===== src/rtl/a2d_serf.sv =====
// -----------------------------------------------------------------------------
// a2d_serf
//
// SPI responder that stands in for the 8-channel, 12-bit A2D converter at the
// far end of the A2D interface / SPI monarch link. Each frame carries a 16-bit
// command whose bits [13:11] select a channel. At the same time the frame
// shifts out {4'h0, smpl}. smpl is the sample the environment presents for the
// channel latched by the previous frame, so responses lag commands by one
// frame, as on the real converter.
//
// Ports:
//   clk       system clock
//   rst_n     asynchronous active-low reset
//   SS_n      active-low select from the monarch (asynchronous to clk)
//   SCLK      SPI clock from the monarch, idles high (asynchronous to clk)
//   MOSI      command bit stream, MSB first (asynchronous to clk)
//   MISO      response bit stream, MSB first; 0 outside a frame
//   smpl      12-bit sample for the channel currently on chnnl
//   chnnl     channel latched by the last good (16-bit) command frame
//   frm_done  one-cycle pulse: a 16-bit frame completed and chnnl was updated
//   frm_err   one-cycle pulse: a frame ended with a bit count other than 16
// -----------------------------------------------------------------------------
module a2d_serf #(
    parameter int SYNC_STAGES = 2   // metastability flops per pin, 2..3
) (
    input  logic        clk,
    input  logic        rst_n,
    input  logic        SS_n,
    input  logic        SCLK,
    input  logic        MOSI,
    output logic        MISO,
    input  logic [11:0] smpl,
    output logic [2:0]  chnnl,
    output logic        frm_done,
    output logic        frm_err
);

    typedef enum logic {
        IDLE  = 1'b0,
        SHIFT = 1'b1
    } state_t;

    localparam logic [4:0] CNT_FRAME = 5'd16;  // bits in a good frame
    localparam logic [4:0] CNT_SAT   = 5'd17;  // any count past a full frame

    // -------------------------------------------------------------------------
    // Pin synchronizers plus one extra stage on SS_n/SCLK for edge detection.
    // -------------------------------------------------------------------------
    logic [SYNC_STAGES-1:0] ss_sync;
    logic [SYNC_STAGES-1:0] sclk_sync;
    logic [SYNC_STAGES-1:0] mosi_sync;
    logic                   ss_prev;
    logic                   sclk_prev;

    // NOTE: sequential state uses non-blocking (<=) so every flop samples the
    // pre-edge value of its neighbour; blocking here would collapse the chain.
    // SS_n/SCLK stages reset to their idle level (1) so that releasing reset
    // with the bus idle cannot fabricate an ss_fall or sclk_rise.
    always_ff @(posedge clk or negedge rst_n) begin
        if (!rst_n) begin
            ss_sync   <= '1;
            sclk_sync <= '1;
            mosi_sync <= '0;
            ss_prev   <= 1'b1;
            sclk_prev <= 1'b1;
        end else begin
            ss_sync   <= {ss_sync[SYNC_STAGES-2:0],   SS_n};
            sclk_sync <= {sclk_sync[SYNC_STAGES-2:0], SCLK};
            mosi_sync <= {mosi_sync[SYNC_STAGES-2:0], MOSI};
            ss_prev   <= ss_sync[SYNC_STAGES-1];
            sclk_prev <= sclk_sync[SYNC_STAGES-1];
        end
    end

    logic ss_fall;
    logic ss_rise;
    logic sclk_rise;
    logic mosi_bit;

    // SCLK falls are not needed: data is both captured and advanced on the
    // detected rise, and the synchronizer latency keeps the old MISO bit on
    // the pin through the monarch's own sampling edge.
    assign ss_fall   =  ss_prev   & ~ss_sync[SYNC_STAGES-1];
    assign ss_rise   = ~ss_prev   &  ss_sync[SYNC_STAGES-1];
    assign sclk_rise = ~sclk_prev &  sclk_sync[SYNC_STAGES-1];
    assign mosi_bit  =  mosi_sync[SYNC_STAGES-1];

    // -------------------------------------------------------------------------
    // Frame FSM and datapath
    // -------------------------------------------------------------------------
    state_t      state;
    state_t      state_nxt;
    logic [15:0] shft_reg;
    logic [15:0] shft_nxt;
    logic [4:0]  bit_cnt;
    logic [4:0]  cnt_nxt;
    logic [2:0]  chnnl_nxt;
    logic        done_nxt;
    logic        err_nxt;

    // Shift/count as they would be after this cycle's sclk_rise. These are
    // also used for the end-of-frame check, so a final SCLK rise that lands
    // in the same cycle as ss_rise still counts toward the frame.
    logic [15:0] shft_upd;
    logic [4:0]  cnt_upd;

    always_comb begin
        shft_upd = shft_reg;
        cnt_upd  = bit_cnt;
        if (sclk_rise) begin
            shft_upd = {shft_reg[14:0], mosi_bit};
            if (bit_cnt != CNT_SAT) begin
                cnt_upd = bit_cnt + 5'd1;
            end
        end
    end

    // NOTE: every output of this block gets a default before the case, so no
    // path leaves a signal unassigned and no latch is inferred.
    always_comb begin
        state_nxt = state;
        shft_nxt  = shft_reg;
        cnt_nxt   = bit_cnt;
        chnnl_nxt = chnnl;
        done_nxt  = 1'b0;
        err_nxt   = 1'b0;

        case (state)
            IDLE: begin
                // SCLK activity while deselected is ignored.
                if (ss_fall) begin
                    shft_nxt  = {4'h0, smpl};
                    cnt_nxt   = 5'd0;
                    state_nxt = SHIFT;
                end
            end

            SHIFT: begin
                shft_nxt = shft_upd;
                cnt_nxt  = cnt_upd;
                if (ss_rise) begin
                    state_nxt = IDLE;
                    if (cnt_upd == CNT_FRAME) begin
                        // Command is {2'bxx, chnnl[2:0], 11'hxxx}; only the
                        // channel field matters.
                        chnnl_nxt = shft_upd[13:11];
                        done_nxt  = 1'b1;
                    end else begin
                        err_nxt   = 1'b1;
                    end
                end
            end

            default: begin
                state_nxt = IDLE;
            end
        endcase
    end

    always_ff @(posedge clk or negedge rst_n) begin
        if (!rst_n) begin
            state    <= IDLE;
            shft_reg <= 16'h0000;
            bit_cnt  <= 5'd0;
            chnnl    <= 3'h0;
            frm_done <= 1'b0;
            frm_err  <= 1'b0;
        end else begin
            state    <= state_nxt;
            shft_reg <= shft_nxt;
            bit_cnt  <= cnt_nxt;
            chnnl    <= chnnl_nxt;
            frm_done <= done_nxt;
            frm_err  <= err_nxt;
        end
    end

    // MISO is driven only inside a frame.
    assign MISO = (state == SHIFT) ? shft_reg[15] : 1'b0;

endmodule


===== config.mk =====
export PLATFORM = sky130hd
export DESIGN_NAME = a2d_serf
export DESIGN_NICKNAME = d
export VERILOG_FILES = /design/src/rtl/a2d_serf.sv
export SDC_FILE = /design/constraint.sdc
export NUM_CORES = 1
export LEC_CHECK = 0
export ABC_CLOCK_PERIOD_IN_PS = 5700
export BUFFER_PORTS_ARGS = -buffer_cell sky130_fd_sc_hd__buf_4
export CORE_MARGIN = 2
export CORE_UTILIZATION = 55
export CTS_CLUSTER_DIAMETER = 150
export CTS_CLUSTER_SIZE = 24
export DETAILED_ROUTE_END_ITERATION = 16
export GPL_TIMING_DRIVEN = 0
export PLACE_DENSITY = 0.81
export SETUP_SLACK_MARGIN = 0.05
export SLEW_MARGIN = 25
export SYNTH_ARGS = -nofsm -noshare
export SYNTH_HDL_FRONTEND = slang
export SYNTH_SLANG_ARGS = --single-unit

===== constraint.sdc =====
create_clock -name clk -period 5.7 [get_ports clk]
set_clock_uncertainty 0.15 [all_clocks]
set_input_delay 0.57 -clock clk [delete_from_list [all_inputs] [get_ports clk]]
set_output_delay 0.57 -clock clk [all_outputs]
set_load 0.01 [all_outputs]

After elaboration in Yosys (flattened, before gate mapping) --
Index checks and enable logic that the tools add are counted.
Word-level totals: flip-flop bits (word level) 35
Operators by class: equal/unequal tests 4, mux-type cells 17, bitwise operators 7, reduce and logical (&&, ||, !) cells 2, add/sub/neg operators 1
Operator list (number):
- 16-bit 2-to-1 mux | 2
- 16-bit one-hot mux with 2 select lines | 1
- 5-bit 2-to-1 mux | 3
- 5-bit one-hot mux with 2 select lines | 1
- 1-bit 2-to-1 mux | 9
- 5-bit by 1-bit adder with 5-bit output, second input constant | 1
- 5-bit equality test, second input constant | 1
- 5-bit inequality test, second input constant | 1
- 2-bit inequality test, second input constant | 2
- 1-bit NOT | 4
- 1-bit AND | 3
- 3-bit AND reduction | 1
- 1-bit one-hot mux with 2 select lines | 1
- 2-bit AND reduction | 1

Depth between registers and ports, before layout --
Gate-level depths: netlist (run 1).
word-level depth 7, gate-level depth with buffers 7

Worst setup path after synthesis (run 1) --
No wires, ideal clock.
path type reg2reg, start register sclk_sync[1], end register chnnl[0], path slack 3672 ps, path buffers 2, required time 5425 ps, arrival 1753 ps, setup time 125 ps, cell stages (with the launch flop) 8, cells stage by stage dfstp_2 nand2b_4 buf_6 a31oi_4 mux2i_1 and4_1 buf_6 mux2_4
On the way: cells in the longest elaborated chain, start to end 4, elaborated cells on any way between the ends 5, those cells by class eq/ne (1); mux (2); bitwise (1); reduce/logical (1)
RTL lines:
- from (decl) | RTL line 50 | logic [SYNC_STAGES-1:0] sclk_sync;
- from (signal assigned) | RTL line 68 | sclk_sync <= {sclk_sync[SYNC_STAGES-2:0], SCLK};
- 1-bit AND * | RTL line 85 | assign sclk_rise = ~sclk_prev & sclk_sync[SYNC_STAGES-1];
- 5-bit 2-to-1 mux | RTL line 110 | if (sclk_rise) begin
- 5-bit equality test | RTL line 143 | if (cnt_upd == CNT_FRAME) begin
- 3-bit AND reduction (no line)
- to (signal assigned) | RTL line 172 | chnnl <= chnnl_nxt;
- to (decl) | RTL line 33 | output logic [2:0] chnnl,
Every way passes the cells marked *; elsewhere a longest branch is shown, timed or not. The select of a mux whose other input is x is not followed. A chain may end at the register's enable or synchronous reset.

Final worst setup path (run 1) --
start register state, end output port MISO
On the way: cells in the longest elaborated chain, start to end 1
RTL lines:
- from (decl) | RTL line 91 | state_t state;
- from (signal assigned) | RTL line 169 | state <= state_nxt;
- 1-bit 2-to-1 mux | RTL line 179 | assign MISO = (state == SHIFT) ? shft_reg[15] : 1'b0;
- to (decl) | RTL line 31 | output logic MISO,
Every way passes these cells.

==> results of run 1 <==
-- power breakdown --
group,internal (mW),switching (mW)
clock network,0.0571,0.0818
logic,0.0632,0.0815
registers,0.289,0.0344
total,0.409,0.198
-- final cells by class --
class | count | share of cell area (%)
clock buffer | 6 | 2.55
clock inverter | 1 | 0.249
multi-input combinational | 133 | 38.1
tap | 44 | 2.74
sequential | 35 | 43.9
timing repair buffer | 22 | 8.21
buffer | 14 | 3.67
inverter | 3 | 0.560
-- layer usage --
layer / vias to the layer above / track usage, % / wire length, microns / part of all wire, %
met5: - / 0 / 0 / 0
met4: 0 / 14.3 / 74 / 2.0
met3: 7 / 4.76 / 215 / 5.8
met2: 47 / 37.0 / 1850 / 50
met1: 692 / 30.6 / 1580 / 43
li1: 688 / - / - / -
-- cells in the mapped netlist (2+ instances only) --
library cell / number / share of area, %
a211oi_1: 11 / 4.8
a21oi_1: 3 / 0.87
a31oi_1: 11 / 4.0
and2_0: 9 / 3.2
and2_1: 3 / 1.1
buf_1: 2 / 0.43
buf_2: 2 / 0.58
buf_6: 2 / 1.3
clkbuf_1: 7 / 1.5
dfrtp_1: 29 / 42
dfstp_2: 6 / 9.1
ha_1: 2 / 1.4
inv_1: 3 / 0.65
mux2_4: 3 / 2.6
mux2i_1: 2 / 1.2
nand2_1: 58 / 13
nor2_1: 2 / 0.43
nor2b_1: 2 / 0.72
o21ai_0: 5 / 1.4
o21ai_1: 6 / 1.7
-- per-stage QoR --
step	setup slack (ns)	power (mW)	instance area, sq um	util, %
2_1_floorplan	3.67	0.425	1730	-
3_3_place_gp	3.53	0.459	1950	64.5
3_5_place_dp	3.50	0.471	1950	64.5
4_1_cts	3.25	0.609	2010	66.4
5_1_grt	3.15	0.650	2010	66.4
6_report	3.30	0.607	2010	66.4
-- final timing paths --
path | depth (start not counted) | start | endpoint | slack, ns
max in group asynchronous | 1 | rst_n | ss_prev$_DFF_PN1_ | 5.05
max reg2reg | 7 | sclk_sync[1]$_DFF_PN1_ | chnnl[1]$_DFFE_PN0P_ | 3.48
max | 4 | state$_DFF_PN0_ | MISO | 3.30
min | 1 | rst_n | state$_DFF_PN0_ | 0.009
min in group clk | 1 | MOSI | mosi_sync[0]$_DFF_PN0_ | 0.17
min reg2reg | 0 | ss_sync[0]$_DFF_PN1_ | ss_sync[1]$_DFF_PN1_ | 0.22
-- critical path: cells and delay by family (launching register included) --
family	cells	cell delay, ns
AND/OR/NAND/NOR	1	0.19
buffers and inverters	3	0.80
flip-flops	1	0.34
-- logic make-up (layout without fill, tap and decap cells) --
kind of cell             after synthesis  in the layout  share of synthesized area, %
AND/OR/NAND/NOR                       82             82                          21.5
AO/OA/AOI/OAI                         42             42                          16.5
XOR/XNOR                               2              2                          1.01
buffers and inverters                 17             46                          4.91
multiplexers                           5              5                          3.75
adder cells (fa/ha/maj)                2              2                          1.44
flip-flops                            35             35                          50.9
==> key figures, run 1 <==
GRT
  – First-pass GRT wire length: 6.24 mm
  – Global-route total usage across every layer: 23.9%
  – Initial antenna violation count: 0
  – Largest net degree at the start of global routing: 36
  – Total congestion overflow: 0
  – Number of global-route vias before repair: 1352

STA
  – Hold Violations, Final: 0
  – Hold Worst Slack: 0.00938 ns
  – Setup TNS: 0 ns
  – Final Setup Violations: 0
  – Max frequency: 416 MHz
  – Final min period: 2.40 ns
  – Slew headroom: 65.3%
  – Worst-margin pin slew: 0.521 ns
  – Count of pins over their slew limit: 0
  – Tcrit/Tclk final: 42.2%
  – RSZ-0062 raised after global routing: no

Final layout
  – Largest register FFs: 16
  – Layout fillers: 243
  – Most common cell after layout, fill and taps aside: nand2_1
  – Area occupied by multi-input gates: 766 sq um
  – Share of layout cells above drive strength 1: 21.5%
  – Synthesis-to-finish area growth: 15.9%
  – Layout Nets: 233
  – Antenna diodes: 0
  – Sequential cell area: 883 sq um
  – Commonest cells after routing, fill and taps aside: nand2_1, dfrtp_1, buf_4
  – Post-route insts no fill: 258

Clocking
  – Clk_lat worst skew: 0.35 ns
  – Root Buffer: clkbuf_4
  – CTS buffer count: 5
  – CTS sink count: 35
  – CTS max path bufs: 2
  – CTS Hold Bufs: 0
  – Worst-path clk slew: 0.11 ns
  – Post-CTS Resized: 0
  – H-tree depth: 2
  – CTS tree: built
  – Postcts setup bufs: 0

Setup path
  – CP arrival: 1.68 ns
  – Critical path's slowest cell: clkbuf_1
  – CP Cell Sequence: clkbuf_1 > clkbuf_1 > and2_1 > buf_4
  – CP required: 4.98 ns
  – Slowest cell delay on critical path: 0.39 ns
  – Crit end category: output pin
  – CP Launch Type: register
  – Max FO, Critical Path: 10
  – Setup Crit Path Kind: register to output pin
  – Most used cell, CP: clkbuf_1

Power and ir drop
  – VDD IR max: 0.000198 V
  – Pwr Density: 302 mW/mm^2
  – Leak: 0.910 nW

Floorplanning
  – Die height: 60.2 microns
  – # IOs: 23
  – Die area: 0.00362 sq mm
  – Num rows: 20
  – Die width: 60.2 microns
  – Core footprint: 0.00303 sq mm
  – Initial Utilization: 57.3%

Routing
  – Drt drc: 0
  – Remaining antenna violation count: 0
  – Router iterations before antenna repair: 4
  – DRT iter0 DRCs: 100
  – Via count: 1434
  – Post-Route WL: 3.72 mm
  – Routed len/inst: 14.4 microns
  – Via density: 5.56

Yosys
  – Mapped Cells: 185
  – Post-synthesis sequential area ratio: 50.9%
  – Synth Register Bits: 35
  – EDFF count, synth: 0
  – Mapped Nets: 204
  – Post-synth ARST share: 100%
  – Avg Cell Area, Syn: 9.37 sq um
  – Post-synthesis cell type count: 37
  – Syn. warnings: 0
  – Mapped Area: 0.00173 sq mm
  – Main synth FF type: dfrtp_1

Place
  – HPWL Detailed: 2.51 mm
  – Routability Congestion: 0.835
  – # placed instances: 251
  – Port Buffer Count: 22

Run
  – Max-cap violations: 0

Run status
  – Status: finished clean

Min path
  – Hold WC Path Type: input pin to asynchronous set/reset pin
Power figures use the tool's default switching activity.
==> inputs of run 2 (changes only) <==
- ABC_CLOCK_PERIOD_IN_PS: 5700 -> 1950
- CORE_UTILIZATION: 55 -> 51
- PLACE_DENSITY: 0.81 -> 0.79
- clock period: 5.7 -> 1.95 ns (I/O delays scaled with it)
==> key figures, run 2 (same netlist as run 1, synthesis figures left out) <==
Clocking
  – CTS tree: built
  – Clk_lat worst skew: 0.34 ns (about the same)
  – CTS max path bufs: 2 (unchanged)
  – Worst-path clk slew: 0.11 ns (about the same)
  – H-tree depth: 2 (unchanged)
  – CTS sink count: 35 (unchanged)
  – CTS buffer count: 5 (unchanged)
  – Root Buffer: clkbuf_4

Floorplanning
  – Die height: 62.3 microns (+3.6%)
  – Core footprint: 0.00331 sq mm (+9.3%)
  – Die area: 0.00388 sq mm (+7.3%)
  – Num rows: 21 (+5.0%)
  – Initial Utilization: 52.4% (-4.9 points)
  – # IOs: 23 (unchanged)
  – Die width: 62.3 microns (+3.6%)

Final layout
  – Fin area: 0.00218 sq mm (+8.5%)
  – Antenna diodes: 0 (unchanged)
  – Share of layout cells above drive strength 1: 27.0% (+5.5 points)
  – Most common cell after layout, fill and taps aside: nand2_1
  – Commonest cells after routing, fill and taps aside: nand2_1, buf_4, dfrtp_1
  – Layout fillers: 273 (+12%)
  – Layout Nets: 244 (+4.7%)
  – Synthesis-to-finish area growth: 25.8%
  – Post-route insts no fill: 272 (+5.4%)
  – Largest register FFs: 16 (unchanged)

STA
  – Final min period: 2.03 ns
  – Final Setup Violations: 3 (+3)
  – Count of pins over their slew limit: 0 (unchanged)
  – Slew headroom: 66.9% (+1.6 points)
  – Worst-margin pin slew: 0.497 ns (-0.0240 ns)
  – Max frequency: 493 MHz
  – Setup TNS: -0.210 ns (-0.210 ns)
  – Worst setup margin: -0.0769 ns (-3.37 ns)
  – Tcrit/Tclk final: 104%
  – Hold Violations, Final: 0 (unchanged)
  – RSZ-0062 raised after global routing: yes

Setup path
  – Crit end category: register
  – Reg-to-reg slack, setup: -0.08 ns (-3.56 ns)
  – CP startpoint: sclk_sync[1]$_DFF_PN1_
  – CP required: 2.03 ns (-2.95 ns)
  – CP arrival: 2.10 ns (+0.42 ns)
  – Worst R2R Start: sclk_sync[1]$_DFF_PN1_
  – R2R cell count: 7 (unchanged)
  – CP Launch Type: register
  – Setup Crit Path Kind: register to register
  – Max FO, Critical Path: 4 (-6)
  – R2R Path End: chnnl[1]$_DFFE_PN0P_

Routing
  – Via density: 5.25 (-5.6%)
  – Remaining antenna violation count: 0 (unchanged)
  – DRT iter0 DRCs: 70 (-30%)
  – Drt drc: 0 (unchanged)
  – Post-Route WL: 3.49 mm (-6.1%)
  – Via count: 1427 (-0.49%)
  – Router iterations before antenna repair: 4 (unchanged)
  – Routed len/inst: 12.8 microns (-11%)

Place
  – HPWL Detailed: 2.28 mm (-9.3%)
  – # placed instances: 253 (+0.80%)
  – Port Buffer Count: 22 (unchanged)
  – Dpl cell area: 0.00196 sq mm (+0.13%)
  – Routability Congestion: 0.845 (+1.2%)

Min path
  – Hold Path Origin: smpl[9]
  – WHS Endpoint: shft_reg[9]$_DFFE_PN0P_
  – Hold WC Path Type: input pin to register
  – Hold Crit Depth: 4

Power and ir drop
  – Leak: 0.994 nW (+9.2%)
  – VDD IR max: 0.000591 V (+200%)
  – Overall power: 2.04 mW (+240%)
  – Pwr Density: 936 mW/mm^2 (+210%)

GRT
  – Number of global-route vias before repair: 1334 (-1.3%)
  – First-pass GRT wire length: 5.81 mm (-7.0%)
  – Largest net degree at the start of global routing: 36 (unchanged)
  – Global-route total usage across every layer: 18.9% (-4.9 points)
  – Initial antenna violation count: 0 (unchanged)
  – Total congestion overflow: 0 (unchanged)

Run status
  – Status: finished, violations left
  – Failing checks: negative setup slack

Run
  – Max-cap violations: 0 (unchanged)
[run 2: cell types whose count changed in the layout (fill, tap and decap cells not counted), sizes merged]
cell / change
buf: +7
dlygate4sd3: +5
bufinv: +2
clkbuf: -1
clkinv: -1
[run 2: how the worst max path moves through the flow]
stage | endpoint | slack (ns) | cells past startpoint
2_1_floorplan | chnnl[0]$_DFFE_PN0P_ | -0.08 | 7
3_3_place_gp | chnnl[0]$_DFFE_PN0P_ | -0.22 | 7
3_5_place_dp | chnnl[1]$_DFFE_PN0P_ | -0.23 | 7
4_1_cts | chnnl[1]$_DFFE_PN0P_ | -0.07 | 7
5_1_grt | chnnl[1]$_DFFE_PN0P_ | -0.17 | 7
6_report | chnnl[1]$_DFFE_PN0P_ | -0.08 | 7
[run 2: metrics by stage]
stage,setup WS (ns),util [%],hold WS (ns)
after floorplan,-0.0777,-,-0.251
after global placement,-0.216,59.1,0.0150
after detailed placement,-0.232,59.1,0.0121
after CTS,-0.0654,65.6,0.0987
after global routing,-0.165,65.9,0.0907
final,-0.0769,65.9,0.0955
[run 2: area by class of cell]
type	instances	area [sq um]	share of cell area (%)
buffer	12	67.6	3.10
clock buffer	6	41.3	1.89
clock inverter	2	60.1	2.75
inverter	3	11.3	0.516
multi-input combinational	133	785	36.0
sequential	35	885	40.5
tap	46	57.6	2.64
timing repair buffer	35	275	12.6
[run 2: what timing repair did]
action	4_1_cts	5_1_grt
endpoints found under the hold margin	39	0
gates resized for setup	6	5
hold buffers	5	0
endpoints found under the setup margin	4	4
pin swaps	3	3
setup buffers	8	0
[run 2: worst max-delay path: stages (launching register included)]
cell	delay (ns)
dfstp_2	0.57
and2b_1	0.14
buf_6	0.10
nand4_1	0.12
xnor2_2	0.21
and4_1	0.22
buf_6	0.12
mux2_4	0.29
[run 2: per-layer routing]
| layer | track usage, % | up-vias | share of wire (%) |
|---|---|---|---|
| met5 | 0 | - | 0 |
| met1 | 24.2 | 673 | 47 |
| met4 | 5.83 | 0 | 0.72 |
| met2 | 31.4 | 41 | 47 |
| li1 | - | 709 | - |
| met3 | 5.43 | 4 | 4.8 |
[run 2: power breakdown]
part           total [mW]  internal (mW)  switching, mW
Combinational       0.460          0.221          0.239
Sequential          0.943          0.846         0.0971
Clock               0.641          0.400          0.240
Total                2.04           1.47          0.576
==> inputs of run 3 (changes only) <==
- TNS_END_PERCENT: default -> 20
==> key figures, run 3 (same netlist as run 1, synthesis figures left out) <==
Place
  – Pre-CTS setup slack: -0.232 ns (unchanged)
  – Port Buffer Count: 22 (unchanged)
  – HPWL Detailed: 2.28 mm (unchanged)
  – Routability Congestion: 0.845 (unchanged)

Final layout
  – Most common cell after layout, fill and taps aside: nand2_1
  – Commonest cells after routing, fill and taps aside: nand2_1, buf_4, dfrtp_1
  – Final core occ: 66.0% (+0.076 points)
  – Largest register FFs: 16 (unchanged)
  – Share of layout cells above drive strength 1: 26.9% (-0.12 points)
  – Layout Nets: 245 (+0.41%)
  – Antenna diodes: 0 (unchanged)
  – Synthesis-to-finish area growth: 26.0%

GRT
  – Grt met3 use: 5.43% (unchanged)
  – GR Layer Usage met1: 24.0% (-0.12 points)
  – Global-route total usage across every layer: 19.0% (+0.039 points)
  – Total congestion overflow: 0 (unchanged)
  – Gr busiest metal: met2
  – Initial antenna violation count: 0 (unchanged)
  – Met2 Resource Use GR: 31.7% (+0.27 points)
  – Number of global-route vias before repair: 1332 (-0.15%)
  – Largest net degree at the start of global routing: 36 (unchanged)
  – First-pass GRT wire length: 5.81 mm (unchanged)

Run status
  – Status: finished, violations left
  – Failing checks: negative setup slack

Clocking
  – Root Buffer: clkbuf_4
  – Worst-path clk slew: 0.11 ns (about the same)
  – H-tree depth: 2 (unchanged)
  – Clk_lat worst skew: 0.34 ns (about the same)
  – CTS sink count: 35 (unchanged)
  – CTS tree: built
  – CTS buffer count: 5 (unchanged)
  – CTS max path bufs: 2 (unchanged)

Routing
  – Drt drc: 0 (unchanged)
  – Via count: 1430 (+0.21%)
  – Via density: 5.24 (-0.16%)
  – Post-Route WL: 3.49 mm (unchanged)
  – Remaining antenna violation count: 0 (unchanged)
  – Routed len/inst: 12.8 microns (-0.37%)
  – Router iterations before antenna repair: 4 (unchanged)
  – DRT iter0 DRCs: 63 (-10%)

Power and ir drop
  – Pwr Density: 937 mW/mm^2 (+0.11%)
  – VDD IR max: 0.000590 V (about the same)
  – Overall power: 2.05 mW (+0.22%)
  – Leak: 1.00 nW (+0.77%)

Setup path
  – R2R cell count: 8 (+1)
  – Max FO, Critical Path: 8 (+4)
  – Crit end category: register
  – CP Launch Type: register
  – CP required: 2.03 ns (about the same)
  – CP arrival: 2.08 ns (-0.02 ns)
  – Setup Crit Path Kind: register to register

Min path
  – Hold WC Path Type: input pin to register
  – Hold Crit Depth: 4 (unchanged)

STA
  – Hold Violations, Final: 0 (unchanged)
  – Final Setup Violations: 3 (unchanged)
  – Slew headroom: 67.1% (+0.20 points)
  – RSZ-0062 raised after global routing: yes
  – Max frequency: 500 MHz (+1.3%)
  – Count of pins over their slew limit: 0 (unchanged)
  – Hold Worst Slack: 0.0892 ns (-0.00626 ns)
  – Tcrit/Tclk final: 103% (-1.3 points)
  – Setup TNS: -0.130 ns (+0.0801 ns)
  – Worst-margin pin slew: 0.494 ns (-0.00307 ns)
  – Worst setup margin: -0.0508 ns (+0.0260 ns)
  – Final min period: 2.00 ns (-0.0260 ns)

Floorplanning
  – Die height: 62.3 microns (unchanged)
  – Core footprint: 0.00331 sq mm (unchanged)
  – Die area: 0.00388 sq mm (unchanged)
  – # IOs: 23 (unchanged)
  – Die width: 62.3 microns (unchanged)
  – Num rows: 21 (unchanged)
  – Initial Utilization: 52.4% (unchanged)

Run
  – Max-cap violations: 0 (unchanged)
## run 3: changes by cell type in the layout (fill, tap and decap cells not counted), sizes merged
cell,delta
clkbuf,+1
## run 3: repair_timing
action	CTS	global route
pin swaps	3	4
hold buffers	5	0
setup endpoints to repair	4	4
resized for setup	7	4
setup buffers	8	0
hold endpoints to repair	39	0
## run 3: worst max-delay path, cell delays in order, from the launching register on
cell and delay, ns:
dfrtp_1 0.37, buf_4 0.16, nor2_2 0.15, a31oi_4 0.11, buf_4 0.18, a21oi_2 0.14, and4_1 0.22, buf_6 0.12
mux2_4 0.29
## run 3: path summary, 6_finish.rpt
kind	from	end	slack, ns
setup / recovery	bit_cnt[2]$_DFFE_PN0P_	chnnl[1]$_DFFE_PN0P_	-0.05
hold / removal	smpl[9]	shft_reg[9]$_DFFE_PN0P_	0.09
setup reg to reg	bit_cnt[2]$_DFFE_PN0P_	chnnl[1]$_DFFE_PN0P_	-0.05
hold reg to reg	sclk_sync[0]$_DFF_PN1_	sclk_sync[1]$_DFF_PN1_	0.21
max in group asynchronous	rst_n	sclk_prev$_DFF_PN1_	1.12
min in group asynchronous	rst_n	chnnl[2]$_DFFE_PN0P_	0.18
## run 3: power by group
part | leakage, nW | switching [mW] | internal (mW) | total, mW
Clock | 0.0525 | 0.243 | 0.400 | 0.643
Sequential | 0.425 | 0.0907 | 0.846 | 0.936
Combinational | 0.524 | 0.245 | 0.222 | 0.468
## run 3: area by class of cell
cell class | count | area [sq um]
clock buffers | 6 | 41.3
flip-flops and latches | 35 | 885
clock inverters | 2 | 60.1
plain buffers | 13 | 72.6
well taps | 46 | 57.6
multi-input cells | 133 | 782
fillers | 273 | 1130
inverters | 3 | 11.3
repair buffers | 35 | 275
## run 3: routing by layer
metal	wire, microns	up-vias
li1	-	710
met1	1690	688
met2	1630	28
met3	138	4
met4	28	0
met5	0	-
## run 3: stage by stage
step                cell area [sq um]  instances
global placement                 1960        253
CTS                              2180        273
finish                           2180        273
detailed placement               1960        253
global route                     2180        273
floorplan                        1730        185
